$ cat src/rtl/gameover_screen_ctrl.sv
// ---------------------------------------------------------------------------
// gameover_screen_ctrl
//
// Overlays a game-over image (IMG_W x IMG_H, 8-bit pixels, external ROM) onto
// a raster at (X0, Y0). The image is hidden, revealed top-down one band of
// WIPE_STEP rows per frame, or fully shown.
//
// Optional feature macro: GOVR_WIPE_EN
//   defined   : HIDDEN -> WIPE -> SHOWN, with a 9-bit reveal counter.
//   undefined : HIDDEN -> SHOWN directly; no reveal logic exists.
//
// Ports
//   i_clk2      clock, shared with the image ROM
//   i_rst       synchronous active-high reset
//   i_x, i_y    current screen column / row (10 bits each)
//   i_de        display enable for i_x/i_y
//   i_frame     one-cycle pulse at start of frame
//   i_show      one-cycle request to display the image
//   i_clear     one-cycle request to hide the image (wins over i_show)
//   o_addr      registered ROM address, 0 outside the image window
//   i_rom_data  ROM pixel, valid one cycle after o_addr
//   o_pixel     output pixel, 2 cycles after i_x/i_y/i_de
//   o_de        i_de delayed to align with o_pixel
//   o_state     0 HIDDEN, 1 WIPE, 2 SHOWN
// ---------------------------------------------------------------------------
module gameover_screen_ctrl #(
    parameter int         X0        = 80,
    parameter int         Y0        = 60,
    parameter int         IMG_W     = 480,
    parameter int         IMG_H     = 360,
    parameter logic [7:0] BG        = 8'h00,
    parameter int         WIPE_STEP = 8
) (
    input  logic        i_clk2,
    input  logic        i_rst,
    input  logic [9:0]  i_x,
    input  logic [9:0]  i_y,
    input  logic        i_de,
    input  logic        i_frame,
    input  logic        i_show,
    input  logic        i_clear,
    output logic [17:0] o_addr,
    input  logic [7:0]  i_rom_data,
    output logic [7:0]  o_pixel,
    output logic        o_de,
    output logic [1:0]  o_state
);

    localparam logic [9:0]  X_LO     = 10'(X0);
    localparam logic [9:0]  X_HI     = 10'(X0 + IMG_W - 1);
    localparam logic [9:0]  Y_LO     = 10'(Y0);
    localparam logic [9:0]  Y_HI     = 10'(Y0 + IMG_H - 1);
    localparam logic [17:0] ROW_STEP = 18'(IMG_W);

    // A zero or oversize step would stall the wipe or skip rows.
    if (WIPE_STEP < 1 || WIPE_STEP > IMG_H) begin : g_bad_step
        $error("gameover_screen_ctrl: WIPE_STEP out of range");
    end

    typedef enum logic [1:0] {
        ST_HIDDEN = 2'd0,
        ST_WIPE   = 2'd1,
        ST_SHOWN  = 2'd2
    } state_t;

    state_t r_state;
    state_t w_state_nxt;
    logic   w_vis;

    // -----------------------------------------------------------------------
    // Visibility FSM
    // -----------------------------------------------------------------------
`ifdef GOVR_WIPE_EN
    localparam logic [9:0] STEP10 = 10'(WIPE_STEP);
    localparam logic [9:0] H10    = 10'(IMG_H);

    logic [8:0] r_reveal;
    logic [8:0] w_reveal_nxt;
    logic [9:0] w_rev_sum;
    logic [9:0] w_row;

    // One bit of headroom so the saturation test cannot wrap.
    assign w_rev_sum = {1'b0, r_reveal} + STEP10;
    assign w_row     = i_y - Y_LO;

    always_comb begin
        w_state_nxt  = r_state;
        w_reveal_nxt = r_reveal;
        if (i_clear) begin
            w_state_nxt  = ST_HIDDEN;
            w_reveal_nxt = '0;
        end else begin
            case (r_state)
                ST_HIDDEN: begin
                    if (i_show) begin
                        w_state_nxt  = ST_WIPE;
                        w_reveal_nxt = '0;
                    end
                end
                ST_WIPE: begin
                    if (i_frame) begin
                        if (w_rev_sum >= H10) begin
                            w_state_nxt  = ST_SHOWN;
                            w_reveal_nxt = H10[8:0];
                        end else begin
                            w_reveal_nxt = w_rev_sum[8:0];
                        end
                    end
                end
                default: ;
            endcase
        end
    end

    always_ff @(posedge i_clk2) begin
        if (i_rst) begin
            r_state  <= ST_HIDDEN;
            r_reveal <= '0;
        end else begin
            r_state  <= w_state_nxt;
            r_reveal <= w_reveal_nxt;
        end
    end

    // Rows above Y0 give a wrapped w_row; the window flag masks them.
    assign w_vis = (r_state == ST_SHOWN) ||
                   ((r_state == ST_WIPE) && (w_row < {1'b0, r_reveal}));
`else
    always_comb begin
        w_state_nxt = r_state;
        if (i_clear) begin
            w_state_nxt = ST_HIDDEN;
        end else if (r_state == ST_HIDDEN && i_show) begin
            w_state_nxt = ST_SHOWN;
        end
    end

    always_ff @(posedge i_clk2) begin
        if (i_rst) begin
            r_state <= ST_HIDDEN;
        end else begin
            r_state <= w_state_nxt;
        end
    end

    assign w_vis = (r_state == ST_SHOWN);
`endif

    assign o_state = r_state;

    // -----------------------------------------------------------------------
    // Row-base accumulator: r_base is the address of column X0 on row
    // r_last_y. Rows at or above Y0 restart it at 0; each step of i_y by one
    // inside the image adds IMG_W. Any other jump holds the base, so the
    // raster must advance row by row. Not reset: it is a pure function of
    // the i_y stream and must stay in step with a frame already in progress.
    // -----------------------------------------------------------------------
    logic [9:0]  r_last_y;
    logic [17:0] r_base;
    logic [17:0] w_base;
    logic [9:0]  w_col;
    logic [17:0] w_addr;
    logic        w_in_win;

    always_comb begin
        w_base = r_base;
        if (i_y <= Y_LO) begin
            w_base = '0;
        end else if ((i_y == r_last_y + 10'd1) && (i_y <= Y_HI)) begin
            w_base = r_base + ROW_STEP;
        end
    end

    always_ff @(posedge i_clk2) begin
        r_last_y <= i_y;
        r_base   <= w_base;
    end

    assign w_in_win = (i_x >= X_LO) && (i_x <= X_HI) &&
                      (i_y >= Y_LO) && (i_y <= Y_HI);
    assign w_col    = i_x - X_LO;
    assign w_addr   = w_base + {8'd0, w_col};

    // -----------------------------------------------------------------------
    // Two-stage flag pipeline: stage 0 -> [0] alongside o_addr, [1] alongside
    // the ROM data returned for that address.
    // -----------------------------------------------------------------------
    logic [1:0] r_de_pipe;
    logic [1:0] r_win_pipe;
    logic [1:0] r_vis_pipe;

    always_ff @(posedge i_clk2) begin
        if (i_rst) begin
            o_addr     <= '0;
            r_de_pipe  <= '0;
            r_win_pipe <= '0;
            r_vis_pipe <= '0;
        end else begin
            o_addr     <= w_in_win ? w_addr : 18'd0;
            r_de_pipe  <= {r_de_pipe[0], i_de};
            r_win_pipe <= {r_win_pipe[0], w_in_win};
            r_vis_pipe <= {r_vis_pipe[0], w_vis};
        end
    end

    assign o_de    = r_de_pipe[1];
    assign o_pixel = (r_de_pipe[1] && r_win_pipe[1] && r_vis_pipe[1]) ?
                     i_rom_data : BG;

endmodule

$ cat config.mk
export PLATFORM = sky130hd
export DESIGN_NAME = gameover_screen_ctrl
export DESIGN_NICKNAME = d
export VERILOG_FILES = /design/src/rtl/gameover_screen_ctrl.sv
export SDC_FILE = /design/constraint.sdc
export NUM_CORES = 1
export LEC_CHECK = 0
export CAP_MARGIN = 20
export CORE_MARGIN = 1.5
export CORE_UTILIZATION = 35
export DETAILED_ROUTE_END_ITERATION = 6
export SYNTH_ARGS = -nofsm -noshare
export SYNTH_HDL_FRONTEND = slang
export SYNTH_SLANG_ARGS = --single-unit
$ cat constraint.sdc
create_clock -name i_clk2 -period 5.4 [get_ports i_clk2]
set_input_delay 1.08 -clock i_clk2 [delete_from_list [all_inputs] [get_ports i_clk2]]
set_output_delay 1.08 -clock i_clk2 [all_outputs]
set_load 0.01 [all_outputs]
==> impl_metrics.py, run 1 <==
metrics = {
    "logic_synthesis": {
        "netlist_top_cells_count": "dfxtp_1 (53), nor2_1 (34), xnor2_1 (23)",
        "synth-main-ff-cell": "dfxtp_1",
        "synth_edf_count": 0,
        "netlist_area_sq_um": 2810,
        "synth_area_leaders": "dfxtp_1 (38%), xnor2_1 (7.2%), ha_1 (7.1%)",
        "yosysTopAreaCell": "dfxtp_1",
        "postSynthCellCount": 310,
        "synth_cell_types": 55,
        "async_reset_ff_share_pct": 0,
        "synth-warning-count": 0,
        "ys_ff_latch": 53,
        "synth.most_common_cell": "dfxtp_1",
        "seq_area_frac_synth_pct": 37.8,
        "synth_area_per_cell_sq_um": 9.05,
        "synth_nets": 361,
        "yosys.area.top_type_share_pct": 37.8,
    },
    "global_route": {
        "use_met1_pct": 19.6,
        "grtUsageMet3_pct": 3.86,
        "grt_pass1_wl_mm": 10.4,
        "grt_pass1_vias": 2241,
        "grt_busiest_layer": "met2",
        "grt_overflow": 0,
        "grt_start_max_net_pins": 18,
        "antenna_found_initial": 0,
        "track_usage_pct": 15.2,
        "grt_use_met2_pct": 25.1,
    },
    "drt": {
        "drcViolationCount": 0,
        "totalWireLength_mm": 6.21,
        "drt_pre_antenna_iters": 4,
        "wl_per_cell_microns": 12.9,
        "num_vias": 2341,
        "drtAntennaViolNets": 0,
        "drt-initial-drc-count": 78,
        "via_per_inst": 4.87,
    },
    "layout": {
        "fin_nets": 429,
        "n_antenna_cell": 0,
        "area_growth_pct": 29.7,
        "drive_above_1_share_pct": 7.92,
    },
    "clocking": {
        "holdBufCountCts": 0,
        "clkSlewWorstSetupHoldPaths_ns": 0.10,
        "cts_sinks": 53,
        "cts_tree": "built",
        "clkLatencyLatePin_ns": 0.31,
        "cts_root_buf": "clkbuf_8",
        "numCtsBuffers": 5,
        "cts_setup_buffers": 0,
        "cts_buffer_depth": 2,
        "ctsResizeCount": 0,
        "htreeDepth": 2,
    },
    "floorplanning": {
        "coreArea_sq_um": 7730,
        "std_cell_rows": 32,
        "io_pins": 63,
        "die_h_microns": 92.5,
        "fp.dieW_microns": 92.5,
        "dieArea_sq_um": 8560,
        "start_util_pct": 36.3,
    },
    "run": {
        "max_cap_viol_count": 0,
    },
    "critical_path": {
        "slowest_stage": "clkdlybuf4s50_1",
        "setup.worst_path.start": "i_y[2]",
        "crit_path_end_kind": "register",
        "start_kind": "primary input",
        "worstPathCellList": "clkdlybuf4s50_1, o21ba_1, a221o_1, a221oi_2, nand4_2, a21o_1, xnor2_1, nor2_1, ha_1, or2_2, a21oi_1, nor3_1, a2111oi_0, buf_4, or3_4, or3_1, a21oi_1",
        "critPathMostFrequentCell": "a21oi_1",
        "cp-endpoint": "o_addr[15]",
        "required_ns": 5.57,
        "reg2reg_depth": 17,
        "r2r-start": "r_last_y[0]",
        "cp_max_fo": 9,
        "max_stage_delay_ns": 0.57,
        "r2r_end": "o_addr[15]",
        "path_class": "primary input to register",
        "ff2ff_setup_slack_ns": 1.05,
        "arrival_ns": 5.12,
    },
    "timing": {
        "worstMarginPinSlew_ns": 0.785,
        "setup_tns_ns": 0,
        "maxSlewHeadroom_pct": 47.5,
        "grt_setup_unrepaired": "no",
        "setup_viol": 0,
        "min_period_ns": 4.95,
        "post-route-period-util_pct": 91.6,
        "fmax_ghz": 0.202,
        "setup_slack_ns": 0.452,
        "hold_viol_final": 0,
        "drv_slew": 0,
        "finClkSkew_ns": 0.00325,
    },
    "placement": {
        "gp_congestion": 0.858,
        "io_buffers": 60,
        "hpwlAfterDp_mm": 4.76,
        "preCtsSetupSlack_ns": 0.166,
    },
    "power_and_ir_drop": {
        "p_clk_share_pct": 30.6,
        "p_sw_uw": 196,
        "power_density_nw_per_um2": 206,
        "vdd_drop_max_mv": 0.118,
        "seqPwrFrac_pct": 54.3,
        "leakage_nw": 1.42,
        "p_int_uw": 553,
        "combPwrFrac_pct": 15.2,
        "switching_share_pct": 26.1,
    },
    "run_status": {
        "run_status": "completed",
    },
    "worst_hold_path": {
        "hold_path.class": "register to register",
    },
}
==> how the worst min path moves through the flow <==
| stage | from | end | slack (ns) | cells after the start |
|---|---|---|---|---|
| floorplan | r_de_pipe[0] | r_de_pipe[1] | 0.41 | 1 |
| global placement | r_vis_pipe[0] | r_vis_pipe[1] | 0.42 | 1 |
| detailed placement | r_win_pipe[0] | r_win_pipe[1] | 0.43 | 1 |
| CTS | r_win_pipe[0] | r_win_pipe[1] | 0.45 | 1 |
| global route | r_win_pipe[0] | r_win_pipe[1] | 0.47 | 1 |
| finish | r_win_pipe[0] | r_win_pipe[1] | 0.45 | 1 |
==> cell type report <==
class                           count  area [sq um]
Clock buffer                        6          72.6
Tap cell                          102           128
Fill cell                         743          4090
Clock inverter                      2          13.8
Timing Repair Buffer               69           668
Inverter                           17          63.8
Multi-Input combinational cell    232          1630
Sequential cell                    53          1060
==> state kept, by name, indices dropped and copies added, names as in the netlist <==
name / cells
o_addr: 18
o_state: 1
r_base: 18
r_de_pipe: 2
r_last_y: 10
r_vis_pipe: 2
r_win_pipe: 2
==> power by group through the flow <==
| stage | sequential (mW) | clock [mW] | combinational [mW] |
|---|---|---|---|
| global placement | 0.415 | 0 | 0.112 |
| global route | 0.407 | 0.248 | 0.127 |
| detailed placement | 0.415 | 0 | 0.113 |
| floorplan | 0.415 | 0 | 0.0628 |
| finish | 0.406 | 0.229 | 0.114 |
| CTS | 0.406 | 0.233 | 0.114 |
==> worst max-delay path, delay by kind of cell <==
family / cells / cell delay, ns
xor gates and xnor gates: 1 / 0.16
AOI/OAI and AO/OA: 7 / 1.80
and+or+nand+nor: 6 / 1.00
buffers and inverters: 2 / 0.76
adders and majority gates: 1 / 0.31
==> cell families (layout without fill, tap and decap cells) <==
group / Yosys count / after routing / synth area share (%)
simple gates: 120 / 120 / 23.5
compound gates: 55 / 55 / 14.2
flops: 53 / 53 / 37.8
xor+xnor: 33 / 33 / 10.3
buf+inv: 25 / 94 / 4.06
fa+ha+maj: 17 / 17 / 7.85
mux: 6 / 6 / 2.19
other cells: 1 / 1 / 0.134
==> placed cells by master (no fill, tap or decap), types with 7 or more instances in the layout <==
cell and count:
a21oi_1 16, nor2b_1 8, dfxtp_1 53, clkdlybuf4s50_1 60, nor2_1 34, nand2_1 14, xor2_1 10, ha_1 16
o21ai_0 7, nand4_1 9, inv_1 16, and2_1 20, xnor2_1 23, buf_4 9
==> stage by stage <==
| stage | power, mW | cell area (sq um) | instances | utilization (%) | hold WS, ns |
|---|---|---|---|---|---|
| final | 0.749 | 3640 | 481 | 47.1 | 0.446 |
| after global routing | 0.782 | 3640 | 481 | 47.1 | 0.473 |
| after CTS | 0.754 | 3640 | 481 | 47.1 | 0.453 |
| after detailed placement | 0.529 | 3550 | 473 | 46.0 | 0.430 |
| after global placement | 0.527 | 3550 | 473 | 46.0 | 0.425 |
| after floorplan | 0.478 | 2810 | 310 | - | 0.414 |
==> metal layers <==
layer,vias to the layer above,part of all wire (%)
li1,1215,-
met4,0,1.1
met3,7,5.8
met2,59,47
met1,1060,46
met5,-,0
(Power assumes the default switching activity.)
==> run 2, diff against run 1 <==
--- a/config.mk
+++ b/config.mk
@@ -9,6 +9,7 @@
 export CORE_MARGIN = 1.5
 export CORE_UTILIZATION = 35
 export DETAILED_ROUTE_END_ITERATION = 6
+export GPL_TIMING_DRIVEN = 0
 export SYNTH_ARGS = -nofsm -noshare
 export SYNTH_HDL_FRONTEND = slang
 export SYNTH_SLANG_ARGS = --single-unit
==> impl_metrics.py, run 2 (synthesis gave the netlist of run 1 again) <==
metrics = {
    "timing": {
        "hold_viol_final": 0,
        "fmax_ghz": 0.199,
        "setup_slack_ns": 0.378,
        "post-route-period-util_pct": 93.0,
        "setup_viol": 0,
        "maxSlewHeadroom_pct": 61.5,
        "worstMarginPinSlew_ns": 0.573,
        "finClkSkew_ns": 0.0159,
        "drv_slew": 0,
        "min_period_ns": 5.02,
    },
    "clocking": {
        "htreeDepth": 2,
        "clkSlewWorstSetupHoldPaths_ns": 0.09,
        "cts_buffer_depth": 2,
        "clkLatencyLatePin_ns": 0.31,
        "numCtsBuffers": 5,
        "cts_root_buf": "clkbuf_8",
        "cts_tree": "built",
        "cts_sinks": 53,
    },
    "floorplanning": {
        "start_util_pct": 36.3,
        "io_pins": 63,
        "coreArea_sq_um": 7730,
        "std_cell_rows": 32,
        "dieArea_sq_um": 8560,
        "die_h_microns": 92.5,
        "fp.dieW_microns": 92.5,
    },
    "critical_path": {
        "worstPathCellList": "clkdlybuf4s50_1, o21ba_1, a221o_1, a221oi_2, nand4_2, a21o_1, buf_2, xnor2_1, nor2_1, ha_1, or2_2, a21oi_1, nor3_1, a2111oi_2, or3_4, nor3b_2, mux2i_1",
        "start_kind": "primary input",
        "required_ns": 5.59,
        "crit_path_end_kind": "register",
        "slowest_stage": "clkdlybuf4s50_1",
        "max_stage_delay_ns": 0.56,
        "arrival_ns": 5.22,
        "cp_max_fo": 9,
        "ff2ff_setup_slack_ns": 0.95,
        "path_class": "primary input to register",
    },
    "layout": {
        "area_growth_pct": 31.2,
        "instances_no_fill": 480,
        "fill_cells": 735,
        "final_cell_mix": "clkdlybuf4s50_1 (60), dfxtp_1 (53), nor2_1 (34)",
        "final_common_cell": "clkdlybuf4s50_1",
        "multi_input_area_sq_um": 1660,
        "utilization_pct": 47.6,
        "n_antenna_cell": 0,
        "ff_latch_area_sq_um": 1060,
        "drive_above_1_share_pct": 8.20,
        "fin_nets": 428,
        "fin_area_sq_um": 3680,
        "reg_top3": "o_addr (18), r_base (18), r_last_y (10)",
    },
    "global_route": {
        "grt_overflow": 0,
        "grt_pass1_vias": 2221,
        "track_usage_pct": 14.8,
        "grt_pass1_wl_mm": 10.1,
        "grt_start_max_net_pins": 19,
        "antenna_found_initial": 0,
    },
    "placement": {
        "io_buffers": 60,
        "gp_congestion": 0.888,
        "postPlaceCellArea_sq_um": 3530,
        "hpwlAfterDp_mm": 4.77,
        "preCtsSetupSlack_ns": -0.337,
        "dp_cells": 472,
    },
    "run_status": {
        "run_status": "completed",
    },
    "power_and_ir_drop": {
        "leakage_nw": 1.43,
        "vdd_drop_max_mv": 0.0921,
        "total_power_uw": 802,
        "power_density_nw_per_um2": 218,
    },
    "drt": {
        "num_vias": 2356,
        "wl_per_cell_microns": 12.8,
        "drt_pre_antenna_iters": 4,
        "totalWireLength_mm": 6.15,
        "drt-initial-drc-count": 89,
        "via_per_inst": 4.91,
        "drcViolationCount": 0,
        "drtAntennaViolNets": 0,
    },
    "worst_hold_path": {
        "hold_path.class": "register to register",
    },
    "run": {
        "max_cap_viol_count": 0,
    },
}
run 2: what timing repair did:
action	CTS	global route
endpoints found under the setup margin	3	7
gates cloned	0	0
resized for setup	1	7
buffers inserted	0	0
hold buffers	0	0
run 2: through the flow:
step / hold WS [ns] / TNS (ns)
global placement: 0.427 / -1.40
floorplan: 0.414 / 0
detailed placement: 0.427 / -1.24
global route: 0.465 / -0.00615
CTS: 0.450 / 0
finish: 0.443 / 0
run 2: per-layer routing:
metal	vias up	routed length (microns)	global-route usage (%)
li1	1202	-	-
met1	1083	2830	18.3
met2	63	2860	25.2
met3	8	369	3.45
met4	0	79	4.87
met5	-	0	0
run 2: path summary, 6_finish.rpt:
kind	from	endpoint	depth (start not counted)
worst max-delay path	i_y[2]	o_addr[17]	17
worst min-delay path	r_win_pipe[0]	r_win_pipe[1]	1
worst max register to register	r_last_y[0]	o_addr[17]	18
worst min register to register	r_win_pipe[0]	r_win_pipe[1]	1
run 2: power by group:
group | leakage [nW] | internal, mW | switching (mW)
Clock | 0.0603 | 0.142 | 0.140
Sequential | 0.432 | 0.400 | 0.00560
Combinational | 0.937 | 0.0598 | 0.0548
Total | 1.43 | 0.602 | 0.200
run 2: cell type report:
class	count	share of cell area [%]
tap	102	3.47
inverter	17	1.73
clock buffer	5	1.87
clock inverter	3	1.36
sequential	53	28.8
buffer	8	1.39
timing repair buffer	60	16.3
multi-input combinational	232	45.0
run 2: critical path, delay by kind of cell:
kind | cells | cell delay (ns)
muxes | 1 | 0.13
buffers and inverters | 2 | 0.73
AOI/OAI and AO/OA | 6 | 1.74
xor gates and xnor gates | 1 | 0.13
adders and majority gates | 1 | 0.30
and+or+nand+nor | 6 | 1.10
